==> config.mk <==
export PLATFORM = sky130hd
export DESIGN_NAME = vmask_expand
export DESIGN_NICKNAME = d
export VERILOG_FILES = /design/src/rtl/vmask_expand.sv
export SDC_FILE = /design/constraint.sdc
export NUM_CORES = 1
export LEC_CHECK = 0
export CELL_PAD_IN_SITES_DETAIL_PLACEMENT = 1
export CELL_PAD_IN_SITES_GLOBAL_PLACEMENT = 2
export CORE_MARGIN = 2
export CORE_UTILIZATION = 30
export CTS_CLUSTER_SIZE = 20
export DETAILED_ROUTE_END_ITERATION = 10
export PLACE_DENSITY_LB_ADDON = 0.05
export RECOVER_POWER = 50
export SYNTH_ARGS = -nofsm -noshare
export SYNTH_HDL_FRONTEND = slang
export SYNTH_SLANG_ARGS = --single-unit
==> constraint.sdc <==
create_clock -name clk -period 9.9 [get_ports clk]
set_input_delay 2.475 -clock clk [delete_from_list [all_inputs] [get_ports clk]]
set_output_delay 2.475 -clock clk [all_outputs]
set_load 0.05 [all_outputs]
==> src/rtl/vmask_expand.sv <==
// rtl/vmask_expand.sv - mask word to per-beat byte-enable expander (optional feature macro: VMASK_EXPAND_INVERT_EN adds in_inv)
module vmask_expand #(
    parameter int REQ_DATA_WIDTH    = 64,
    parameter int REQ_BYTE_EN_WIDTH = REQ_DATA_WIDTH / 8,
    parameter int REQ_ADDR_WIDTH    = 32,
    parameter int MASK_WIDTH        = 64,
    parameter int VL_WIDTH          = 7
) (
    input  logic                         clk,
    input  logic                         rst,
    input  logic                         in_valid,
    output logic                         in_ready,
    input  logic [MASK_WIDTH-1:0]        in_mask,
    input  logic [2:0]                   in_sew,
    input  logic [VL_WIDTH-1:0]          in_vl,
    input  logic [REQ_ADDR_WIDTH-1:0]    in_addr,
`ifdef VMASK_EXPAND_INVERT_EN
    input  logic                         in_inv,
`endif
    output logic                         out_valid,
    input  logic                         out_ready,
    output logic [REQ_BYTE_EN_WIDTH-1:0] out_be,
    output logic [REQ_ADDR_WIDTH-1:0]    out_addr,
    output logic                         out_last
);

    localparam int MIDX_W = (MASK_WIDTH > 1) ? $clog2(MASK_WIDTH) : 1;

    typedef enum logic {
        S_IDLE = 1'b0,
        S_RUN  = 1'b1
    } state_e;

    state_e                         state_q, state_d;
    logic [MASK_WIDTH-1:0]          mask_q, mask_d;
    logic [1:0]                     sew_q, sew_d;
    logic [VL_WIDTH-1:0]            vl_q, vl_d;
    logic [REQ_ADDR_WIDTH-1:0]      addr_q, addr_d;
    logic [VL_WIDTH-1:0]            beat_q, beat_d;
    logic                           out_valid_q, out_valid_d;
    logic [REQ_BYTE_EN_WIDTH-1:0]   out_be_q, out_be_d;
    logic [REQ_ADDR_WIDTH-1:0]      out_addr_q, out_addr_d;
    logic                           out_last_q, out_last_d;

    // Command fields as they will be latched: sew 4-7 behaves as 64b, vl clamps to MASK_WIDTH
    logic [MASK_WIDTH-1:0]          mask_in;
    logic [1:0]                     sew_in;
    logic [VL_WIDTH-1:0]            vl_in;
    logic [VL_WIDTH-1:0]            beat_nxt;

    assign sew_in   = in_sew[2] ? 2'd3 : in_sew[1:0];
    assign vl_in    = (in_vl > VL_WIDTH'(MASK_WIDTH)) ? VL_WIDTH'(MASK_WIDTH) : in_vl;
    assign beat_nxt = beat_q + VL_WIDTH'(1);

`ifdef VMASK_EXPAND_INVERT_EN
    // Inverted mask serves the "else" lane of merges; tail gating by vl still applies later
    assign mask_in = in_inv ? ~in_mask : in_mask;
`else
    assign mask_in = in_mask;
`endif

    // Expander operands: the incoming command for beat 0, otherwise the latched command for the next beat
    logic [MASK_WIDTH-1:0]          exp_mask;
    logic [1:0]                     exp_sew;
    logic [VL_WIDTH-1:0]            exp_vl;
    logic [VL_WIDTH-1:0]            exp_beat;
    logic [REQ_BYTE_EN_WIDTH-1:0]   exp_be;
    logic                           exp_last;
    int unsigned                    exp_epb;
    int unsigned                    exp_base;
    int unsigned                    exp_elem;

    // Pick which command the shared expander works on
    always_comb begin
        if (state_q == S_IDLE) begin
            exp_mask = mask_in;
            exp_sew  = sew_in;
            exp_vl   = vl_in;
            exp_beat = '0;
        end else begin
            exp_mask = mask_q;
            exp_sew  = sew_q;
            exp_vl   = vl_q;
            exp_beat = beat_nxt;
        end
    end

    // Byte j of a beat belongs to slot j>>sew; its element is beat*epb + slot, gated by vl
    always_comb begin
        exp_be   = '0;
        exp_epb  = 32'(REQ_BYTE_EN_WIDTH) >> exp_sew;
        exp_base = 32'(exp_beat) * exp_epb;
        exp_elem = '0;
        for (int j = 0; j < REQ_BYTE_EN_WIDTH; j++) begin
            exp_elem  = exp_base + (32'(j) >> exp_sew);
            exp_be[j] = (exp_elem < 32'(exp_vl)) & exp_mask[exp_elem[MIDX_W-1:0]];
        end
        exp_last = (exp_base + exp_epb) >= 32'(exp_vl);
    end

    // Next-state and handshake logic: accept in IDLE, step one beat per output handshake in RUN
    always_comb begin
        state_d     = state_q;
        mask_d      = mask_q;
        sew_d       = sew_q;
        vl_d        = vl_q;
        addr_d      = addr_q;
        beat_d      = beat_q;
        out_valid_d = out_valid_q;
        out_be_d    = out_be_q;
        out_addr_d  = out_addr_q;
        out_last_d  = out_last_q;
        in_ready    = 1'b0;

        case (state_q)
            S_IDLE: begin
                in_ready = 1'b1;
                if (in_valid) begin
                    mask_d = mask_in;
                    sew_d  = sew_in;
                    vl_d   = vl_in;
                    addr_d = in_addr;
                    beat_d = '0;
                    if (vl_in != '0) begin
                        state_d     = S_RUN;
                        out_valid_d = 1'b1;
                        out_be_d    = exp_be;
                        out_addr_d  = in_addr;
                        out_last_d  = exp_last;
                    end
                end
            end
            S_RUN: begin
                if (out_valid_q && out_ready) begin
                    if (out_last_q) begin
                        state_d     = S_IDLE;
                        out_valid_d = 1'b0;
                        out_be_d    = '0;
                        out_addr_d  = '0;
                        out_last_d  = 1'b0;
                    end else begin
                        beat_d      = beat_nxt;
                        out_be_d    = exp_be;
                        out_addr_d  = addr_q + REQ_ADDR_WIDTH'(beat_nxt);
                        out_last_d  = exp_last;
                    end
                end
            end
            default: begin
                state_d = S_IDLE;
            end
        endcase
    end

    // State and output registers; reset drops any partially emitted command
    always_ff @(posedge clk or posedge rst) begin
        if (rst) begin
            state_q     <= S_IDLE;
            mask_q      <= '0;
            sew_q       <= '0;
            vl_q        <= '0;
            addr_q      <= '0;
            beat_q      <= '0;
            out_valid_q <= 1'b0;
            out_be_q    <= '0;
            out_addr_q  <= '0;
            out_last_q  <= 1'b0;
        end else begin
            state_q     <= state_d;
            mask_q      <= mask_d;
            sew_q       <= sew_d;
            vl_q        <= vl_d;
            addr_q      <= addr_d;
            beat_q      <= beat_d;
            out_valid_q <= out_valid_d;
            out_be_q    <= out_be_d;
            out_addr_q  <= out_addr_d;
            out_last_q  <= out_last_d;
        end
    end

    assign out_valid = out_valid_q;
    assign out_be    = out_be_q;
    assign out_addr  = out_addr_q;
    assign out_last  = out_last_q;

endmodule
==> results of run 1 <==
[cell families (layout without fill, tap and decap cells)]
logic type                 count (synthesis)  count (layout)  share of synthesized area, %
xor gates and xnor gates                  89              89                          4.80
adders and majority gates                133             133                          10.8
buffers and inverters                    167             296                          4.21
and+or+nand+nor                          632             632                          16.6
DFF                                      155             155                          23.5
AOI/OAI and AO/OA                        277             277                          11.4
muxes                                    281             281                          28.7
other                                      0               1                             0
[Yosys cell counts (5+ instances only)]
library cell	count	area (sq um)
nand3_1	36	180
nor3_1	16	80.1
a221oi_1	14	123
ha_1	116	1450
buf_2	16	80.1
o22ai_1	25	156
inv_1	47	176
inv_2	6	22.5
mux2_2	13	146
nand2b_1	11	68.8
nor4_1	9	56.3
xor2_1	38	333
fa_1	17	340
a211oi_1	9	67.6
and3_1	29	181
a21oi_1	64	320
o21a_1	16	120
dfrtp_1	155	3880
nand4_1	17	106
mux4_2	153	3450
o21ai_0	28	140
xnor2_1	49	429
o211ai_1	8	60.1
a31oi_1	9	56.3
o2111ai_1	15	131
nor2b_1	8	50.1
mux2i_1	114	1140
and2_1	18	113
nor2_1	110	413
buf_1	10	37.5
clkbuf_1	80	300
a21o_1	18	135
nand2_1	359	1350
o31ai_1	8	60.1
o21ai_1	14	70.1
a211o_1	7	61.3
buf_6	5	56.3
[per-stage QoR]
stage / instance area (sq um) / setup WS, ns
after CTS: 19600 / 1.27
final: 19500 / 1.26
after global placement: 18900 / 0.825
after detailed placement: 18900 / 0.739
after floorplan: 16500 / 1.92
after global routing: 19500 / 0.674
[area by class of cell]
class | instances | area [sq um]
antenna | 1 | 2.50
clock buffer | 17 | 425
clock inverter | 15 | 188
fill | 6254 | 35200
inverter | 53 | 200
multi-input combinational | 1412 | 12000
sequential | 155 | 3880
tap | 704 | 881
timing repair buffer | 211 | 1960
[sequential cells by signal, indices dropped and copies added, names as in the netlist]
name	flops
state_q	1
out_valid	1
out_be	8
sew_q	2
beat_q	7
addr_q	32
vl_q	7
out_last	1
out_addr	32
mask_q	64
[worst register-to-register path, delay by kind of cell, from the launching register on]
family | cells | cell delay (ns)
compound gates | 5 | 1.38
fa+ha+maj | 6 | 2.63
flops | 1 | 0.70
simple gates | 4 | 1.61
buf+inv | 3 | 0.55
[worst paths after layout]
path,slack [ns],to
worst max-delay path,1.26,out_be[5]
worst min-delay path,0.48,mask_q[1]
worst max register to register,2.93,out_be[5]
worst min register to register,0.48,mask_q[1]
max in group asynchronous,3.54,state_q
min in group asynchronous,3.84,mask_q[46]
[metal layers]
metal	global-route usage (%)	vias to the layer above	share of wire [%]
li1	-	6631	-
met1	35.1	7599	49
met2	36.3	314	46
met3	3.12	48	3.8
met4	5.66	0	1.6
met5	0	-	0
==> impl_metrics.toml, run 1 <==
[run_status]
status = "finished with violations"
violations = "capacitance limit, slew limit"

[floorplanning]
coreArea_sq_um = 54800
fp.dieH_um = 239
die_w_um = 239
die-area_sq_um = 57000
start_util_pct = 30.2
row_count = 86
io_pins = 153

[cells_and_area]
fin_util_pct = 35.7
finalNetCount = 2093
drive_above_1_share_pct = 14.8
area_growth_pct = 18.1
layout_common_cells = "nand2_1, dfrtp_1, mux4_2, ha_1, mux2i_1"
final_cells = 2568
final_common_cell = "nand2_1"

[placement]
place_congestion = 0.854
portBuffers = 152
placed_cells = 2535
dp_hpwl_um = 48600

[routing]
routed_via_density = 5.68
avgRoutedWirePerCell_um = 25.6
drcViolationCount = 0
routed_wl_um = 65600
drt-pass1-iter-count = 5
ant_nets = 0
via_count = 14600
drt-initial-drc-count = 1048

[worst_setup_path]
worst_path_largest_cell_delay_ns = 0.59
startpoint_type = "input pin"
worst_ep_arrival_time_ns = 9.05
cp-startpoint = "in_sew[2]"
path_buf_inv = 4
setup.worst_path.end_class = "flop"
reg2reg_from = "state_q"
path_depth = 19
cpLargestDelayFamily = "adder cells"
critical_path.slowest_cell = "or4_1"
critPathKind = "in2reg"
worstRegToRegCells = 18
cp_cell_sequence = "clkdlybuf4s50_1 > o31ai_1 > inv_1 > ha_1 > nand2_1 > fa_1 > fa_1 > inv_1 > fa_1 > ha_1 > ha_1 > o211ai_1 > nand2_1 > inv_1 > nand4_1 > or4_1 > a311oi_1 > a21oi_1 > o31ai_1"
crit_fanout = 12
required_ns = 10.31

[clock_network]
cts_sinks = 155
cts_hold_buf = 0
cts_tree = "built"
cts_buffers = 17
clk_latency_ns = 0.53
h-tree-depth = 4
post_cts_buffers = 0
max-clock-path-buffers = 2
ctsResizeCount = 0
cts-root-buf = "clkbuf_16"
clk_pin_slew_ns = 0.08

[synth]
synthesis.instances = 1734
synthArstFlopShare_pct = 100
synth.distinct_cells = 77
synth_edf_count = 0
avgSynthCellArea_sq_um = 9.54
synthesis.nets = 1977
ys_seq_area_share_pct = 23.5
synthFlopType = "dfrtp_1"
synth_seq_cells = 155
yosysWarnings = 0
syn_area_sq_um = 16500

[sta]
final_hold_viol_count = 0
period_share_pct = 87.3
slew_headroom_pct = -214
finClkSkew_ns = 0.0338
slew_violations = 175
holdWs_ns = 0.477
tightest_slew_ns = 4.68
rsz0062_at_grt = "no"
max_freq_mhz = 116
fin_tns_setup_ns = 0
fin_crit_ns = 8.64
setup-violations-final = 0

[global_route]
globalRouteOverflowTotal = 0
grt_pass1_wl_um = 101000
grt_start_max_net_pins = 98
grt_pass1_vias = 15200
grt_util_all_layers_pct = 23.6
antenna_found_initial = 3

[hold_path]
holdPathStages = 2
hold_class = "reg2reg"
hp-start = "mask_q[1]"

[job]
max_cap_violations = 2
Power of run 1 is left out: the tool's default activity adds up to more than one toggle a clock period on the data nets, which glitch-free logic cannot reach.
==> run 2: changes to the inputs <==
SKIP_CTS_REPAIR_TIMING = 1   (was not set)
==> results of run 2 <==
The final DEF is identical to that of run 1; final timing and power are the same.
Power of run 2 is left out for the same reason.
